$ cat config.mk
export PLATFORM = sky130hd
export DESIGN_NAME = lvds_frame_serializer
export DESIGN_NICKNAME = d
export VERILOG_FILES = /design/src/rtl/lvds_frame_serializer.sv
export SDC_FILE = /design/constraint.sdc
export NUM_CORES = 1
export LEC_CHECK = 0
export ABC_CLOCK_PERIOD_IN_PS = 3300
export CAP_MARGIN = 15
export CORE_ASPECT_RATIO = 1.5
export CORE_MARGIN = 2
export CORE_UTILIZATION = 55
export DETAILED_ROUTE_END_ITERATION = 16
export GPL_ROUTABILITY_DRIVEN = 0
export PLACE_DENSITY = 0.78
export SLEW_MARGIN = 20
export SYNTH_ARGS = -nofsm -noshare
export SYNTH_HDL_FRONTEND = slang
export SYNTH_SLANG_ARGS = --single-unit
export TNS_END_PERCENT = 5
$ cat constraint.sdc
create_clock -name clk -period 3.3 [get_ports clk]
set_input_delay 0.66 -clock clk [delete_from_list [all_inputs] [get_ports clk]]
set_output_delay 0.66 -clock clk [all_outputs]
set_load 0.05 [all_outputs]
$ cat src/rtl/lvds_frame_serializer.sv
// lvds_frame_serializer: buffered word-to-frame serializer (marker bit, MSB-first payload, zero guard gap)
module lvds_frame_serializer #(
  parameter int DATA_W = 4,
  parameter int GAP = 2
) (
  input  logic              clk,
  input  logic              reset,
  input  logic [DATA_W-1:0] data_i,
  input  logic              valid_i,
  output logic              ready_o,
  output logic              serial_o,
  output logic              busy_o,
  output logic              done_o
);
  localparam int CW = $clog2(DATA_W + 1);
  localparam int GW = $clog2(GAP + 1);
  typedef enum logic [1:0] {IDLE, START, DATA, GUARD} state_t;
  state_t state, state_n;
  logic buf_valid, load, serial_n, done_n;
  logic [DATA_W-1:0] buf_data, shreg, shreg_n;
  logic [CW-1:0] cnt, cnt_n;
  logic [GW-1:0] gcnt, gcnt_n;
  assign ready_o = !buf_valid && !reset;
  always_comb begin
    state_n = state; shreg_n = shreg; cnt_n = cnt; gcnt_n = gcnt;
    serial_n = 1'b0; done_n = 1'b0; load = 1'b0;
    case (state)
      IDLE: load = buf_valid;
      START: begin
        state_n = DATA; serial_n = shreg[DATA_W-1]; shreg_n = shreg << 1;
        cnt_n = CW'(1); done_n = (DATA_W == 1);
      end
      DATA:
        if (cnt == CW'(DATA_W)) begin
          state_n = GUARD; gcnt_n = GW'(GAP);
        end else begin
          serial_n = shreg[DATA_W-1]; shreg_n = shreg << 1;
          cnt_n = cnt + CW'(1); done_n = (cnt + CW'(1) == CW'(DATA_W));
        end
      GUARD:
        if (gcnt == GW'(1)) begin
          state_n = IDLE; load = buf_valid;
        end else gcnt_n = gcnt - GW'(1);
      default: state_n = IDLE;
    endcase
    // a buffered word starts its frame straight from IDLE or the last guard cycle
    if (load) begin
      state_n = START; shreg_n = buf_data; serial_n = 1'b1;
    end
  end
  always_ff @(posedge clk or posedge reset)
    if (reset) begin
      state <= IDLE; buf_valid <= 1'b0; buf_data <= '0; shreg <= '0; cnt <= '0; gcnt <= '0;
      serial_o <= 1'b0; busy_o <= 1'b0; done_o <= 1'b0;
    end else begin
      state <= state_n; shreg <= shreg_n; cnt <= cnt_n; gcnt <= gcnt_n;
      serial_o <= serial_n; done_o <= done_n; busy_o <= (state_n != IDLE);
      if (load) buf_valid <= 1'b0;
      else if (valid_i && ready_o) begin
        buf_valid <= 1'b1; buf_data <= data_i;
      end
    end
endmodule
======== After elaboration in Yosys (flattened, before gate mapping) ========
Cells that the tools add are included.
storage, ports and cells
  input bits .............................. 7
  word-level logic and storage cells ...... 57
  output and inout port bits .............. 4
  bits in registers ....................... 19
cells by class
  equality and inequality tests ........... 10
  $add $sub $neg .......................... 2
  mux-type cells .......................... 21
  bitwise gates (word level) .............. 1
  reductions and logical operators ........ 14
operators with widths
  cell                                                 count
  two-way mux 2 bit                                    5
  two-way mux 4 bit                                    2
  one-hot mux 4 bit (2 select lines)                   1
  nonzero test 2 bit                                   4
  two-way mux 1 bit                                    7
  equality test 3 bit, second input constant           2
  != test 2 bit, second input constant                 3
  one-hot mux 2 bit (3 select lines)                   1
  one-hot mux 3 bit (2 select lines)                   1
  AND reduction 2 bit                                  3
  equality test 2 x 1 -> 1 bit, second input constant  2
  equality test 2 bit, second input constant           2
  one-hot mux 1 bit (2 select lines)                   2
  one-hot mux 2 bit (2 select lines)                   1
  adder 3 x 1 -> 3 bit, second input constant          1
  two-way mux 3 bit                                    1
  != test 3 bit, second input constant                 1
  AND reduction 3 bit                                  1
  nonzero test 3 bit                                   1
  logical AND 1 bit                                    2
  zero test 1 bit                                      2
  zero test 2 bit                                      1
  subtractor 2 x 1 -> 2 bit, second input constant     1
  NOT 1 bit                                            1

======== Logic depth before layout (Yosys ltp) ========
  depth in word-level cells ............... 5
  depth in mapped cells ................... 6
  depth with buffers taken out ............ 5

======== Worst setup path before layout ========
OpenSTA, ideal clock, no wires.
  path kind ............................... input -> register
  from .................................... input reset
  to ...................................... register buf_data[0]
  path buffers ............................ 1
  setup slack ............................. 1200 ps
  stages on the path ...................... 4
  setup time .............................. 125 ps
  arrival time ............................ 1974 ps
  data required time ...................... 3175 ps
  cell sequence ........................... nor2_1 -> and2_1 -> buf_6 -> mux2_4
between the ends
  word-level cells in the longest chain between the ends .. 4
RTL lines
  what                                  line  RTL
  from (decl)                           7     input logic reset,
  zero test 1 bit (no source line)      n/a
  logical AND 1 bit                     23    assign ready_o = !buf_valid && !reset;
  logical AND 1 bit                     59    else if (valid_i && ready_o) begin
  AND reduction 2 bit (no source line)  n/a
  to (signal assigned)                  53    state <= IDLE; buf_valid <= 1'b0; buf_data <= '0; shreg <= '0; cnt <= '0; gcnt <= '0;
  to (signal assigned)                  60    buf_valid <= 1'b1; buf_data <= data_i;
  to (decl)                             20    logic [DATA_W-1:0] buf_data, shreg, shreg_n;
Every way passes these cells.
A chain may end at the register's enable or synchronous reset.

======== Final worst setup path ========
  from .................................... input reset
  to ...................................... output ready_o
between the ends
  word-level cells in the longest chain between the ends .. 2
RTL lines
  what                              line  RTL
  zero test 1 bit (no source line)  n/a
  logical AND 1 bit                 23
  to (decl)                         10    output logic ready_o,
Every way passes these cells.

==> impl_metrics.csv <==
group,metric,value,unit
clocking,cts_root_buffer,"clkbuf_4",
sta,fin_tns_setup,0,ps
sta,period_needed,2670,ps
power_and_ir_drop,combPwrFrac,51.8,%
worst_setup_path,crit_path_end_kind,"output port",
worst_setup_path,max_stage_delay,810,ps
final_layout,nFillCells,142,
detailed_routing,dr_total_vias,739,
worst_setup_path,crit_arrival,2010,ps
final_layout,final_common_cell,"dfrtp_1",
sta,min_period_over_period,81.1,%
clocking,cts_tree,"done",
logic_synthesis,synth_compound_area_share,18.2,%
global_route,grt_max_degree,20,
logic_synthesis,synth_edf_count,0,
detailed_routing,met3_wirelength,58,µm
run_status,status,"completed",
final_layout,nNetsFinal,123,
sta,worst_slack,625,ps
global_route,grt_pass1_wl,3030,µm
logic_synthesis,synth-adder-area-share,10.5,%
logic_synthesis,synth_top_family_by_area,"compound AO/OA/AOI/OAI gates",
power_and_ir_drop,p_leak,0.551,nW
sta,hold_viol,0,
detailed_routing,wirelength,1810,µm
sta,rsz0062_at_grt,"no",
logic_synthesis,synth_xor_area_share,0.819,%
logic_synthesis,ys_seq_elements,19,
clocking,path_clk_slew,100,ps
detailed_routing,route.detailed.drc,0,
clocking,post_cts_hold_buffer_count,0,
detailed_routing,m1WireLength,758,µm
power_and_ir_drop,internal-power,0.638,mW
worst_hold_path,min_path_cells,1,
power_and_ir_drop,p_per_area,920,nW/µm²
worst_setup_path,path_buf_inv,2,
power_and_ir_drop,power,1.09,mW
worst_setup_path,r2r_cells,5,
worst_setup_path,critical_path_required,2640,ps
floorplan,die_x,40.0,µm
logic_synthesis,yosys.area.top_type,"dfrtp_1",
worst_hold_path,hold_path.class,"reg2reg",
clocking,clk_latency,310,ps
placement,post_dp_cell_area,1160,µm²
worst_setup_path,crit_family,"buffers and inverters",
sta,fin_hold_ws,524,ps
sta,setup-violations-final,0,
final_layout,stdcell_area,1190,µm²
logic_synthesis,synth_warnings,0,
floorplan,initial_core_util,58.4,%
sta,max_freq,0.374,GHz
power_and_ir_drop,clkPwrFrac,11.0,%
logic_synthesis,synth_simple_gate_area_share,13.5,%
clocking,ctsResizeCount,0,
floorplan,coreArea,1830,µm²
logic_synthesis,synthMuxAreaShare,6.55,%
floorplan,placementRows,19,
global_route,overflow,0,
worst_setup_path,crit_path_cell_trace,"clkdlybuf4s50_1, nor2_1, clkdlybuf4s50_1",
worst_setup_path,cp_slowest_cell,"clkdlybuf4s50_1",
logic_synthesis,avgSynthCellArea,11.3,µm²
detailed_routing,dr.max_layer_used,"met4",
detailed_routing,routedWlPerCell,14.2,µm
worst_setup_path,crit_top_cell,"clkdlybuf4s50_1",
logic_synthesis,synth_top_area_share,44.4,%
detailed_routing,drtIter0Drc,10,
logic_synthesis,synth_cells,95,
final_layout,diodes,0,
detailed_routing,firstDrtPassIters,4,
sta,fin_skew,4.36,ps
power_and_ir_drop,vdd_ir_drop_max,556,µV
logic_synthesis,synth_ff_type,"dfrtp_1",
global_route,grt.total_usage,18.9,%
clocking,clock-sinks,19,
detailed_routing,wl_met2,940,µm
sta,finalMaxSlewViolations,0,
worst_setup_path,crit_cells,3,
clocking,clockBufferDepth,2,
clocking,postCtsSetupBuffers,0,
placement,preCtsSetupSlack,633,ps
logic_synthesis,ys_seq_area_share,44.4,%
power_and_ir_drop,swShare,41.7,%
floorplan,die_h,58.0,µm
sta,max_slew.worst_pin.slew,710,ps
floorplan,die_area,2320,µm²
worst_setup_path,crit_type,"in2out",
detailed_routing,final_antenna_net_count,0,
flow_run,maxCapViolCount,0,
global_route,grt_pass1_vias,724,
clocking,numCtsBuffers,3,
global_route,antenna_found_initial,0,
logic_synthesis,synthesis.area,1070,µm²
power_and_ir_drop,sequentialPowerShare,37.2,%
power_and_ir_drop,switching_power,0.456,mW
sta,max_slew_margin,52.6,%
logic_synthesis,syn_nets,111,
placement,portBuffers,10,
floorplan,io_pins,11,
logic_synthesis,async_reset_ff_share,100,%
placement,hpwl,1360,µm
worst_setup_path,startpoint_type,"input port",
clocking,cts_htree_levels,1,
final_layout,syn_to_final_growth,11.1,%
detailed_routing,routed_via_density,5.82,
final_layout,mostFrequentLayoutCells,"19 x dfrtp_1, 10 x clkdlybuf4s50_1, 9 x ha_1, 8 x inv_1, 6 x o21ai_0",
logic_synthesis,synth.top_cells.by_area,"dfrtp_1 44%, ha_1 11%, mux2_4 5.6%",
worst_setup_path,crit_fanout,2,
final_layout,drive_above_1_share,13.2,%
logic_synthesis,synth.distinct_cells,38,
[final timing paths]
| kind | startpoint | endpoint | slack, ps |
|---|---|---|---|
| worst max-delay path | reset | ready_o | 630 |
| worst min-delay path | buf_data[2]$_DFFE_PP0P_ | buf_data[2]$_DFFE_PP0P_ | 520 |
| worst max register to register | state[0]$_DFF_PP0_ | gcnt[0]$_DFFE_PP0P_ | 1470 |
| worst min register to register | buf_data[2]$_DFFE_PP0P_ | buf_data[2]$_DFFE_PP0P_ | 520 |
| max in group asynchronous | reset | gcnt[0]$_DFFE_PP0P_ | 2060 |
| min in group asynchronous | reset | buf_data[0]$_DFFE_PP0P_ | 790 |
[worst reg2reg max path, cell delays in order, from the launching register on]
cell,delay (ps)
dfrtp_1,440
inv_1,140
ha_1,400
a21boi_2,390
o21ai_1,120
a22o_1,230
[synth_stat cells (all sizes together), types with 2 or more instances]
master  number
nor2         3
o21ai        8
nand3b       3
a31oi        3
nor3         3
mux2         4
a21oi        2
nand2        4
a22o         2
ha           9
nand3        2
dfrtp       19
or2          2
buf          3
inv          8
and3         2
[registers in the layout, summed over array words and instances (netlist names)]
name / cells
done_o: 1
buf_valid: 1
cnt: 3
buf_data: 4
serial_o: 1
shreg: 4
state: 2
busy_o: 1
gcnt: 2
[stage by stage]
stage | utilization (%) | instances
after global placement | 63.5 | 123
final | 64.9 | 127
after CTS | 64.9 | 127
after floorplan | - | 95
after global routing | 64.9 | 127
after detailed placement | 63.5 | 123
[layout make-up]
type / count / area (µm²) / share of cell area, %
clock buffers: 4 / 26.3 / 2.21
repair buffers: 10 / 100 / 8.42
multi-input cells: 65 / 531 / 44.6
well taps: 21 / 26.3 / 2.21
inverters: 8 / 30.0 / 2.53
flip-flops and latches: 19 / 475 / 40.0
[per-layer routing]
metal / vias up / GRT usage, %
met2: 15 / 30.6
met3: 5 / 2.30
li1: 363 / -
met5: - / 0
met1: 356 / 23.8
met4: 0 / 8.87
[cells by family (layout without fill, tap and decap cells)]
logic type	Yosys count	count (layout)
AOI/OAI and AO/OA	25	25
and+or+nand+nor	25	25
DFF	19	19
buffers and inverters	11	22
adders and majority gates	9	9
muxes	5	5
xor gates and xnor gates	1	1
[power by group through the flow]
stage               Combinational (mW)  Clock, mW  Sequential (mW)
floorplan                        0.449          0            0.431
global placement                 0.553          0            0.407
detailed placement               0.569          0            0.411
CTS                              0.572      0.122            0.407
global route                     0.635      0.130            0.421
finish                           0.567      0.121            0.407
Power figures use the tool's default switching activity.
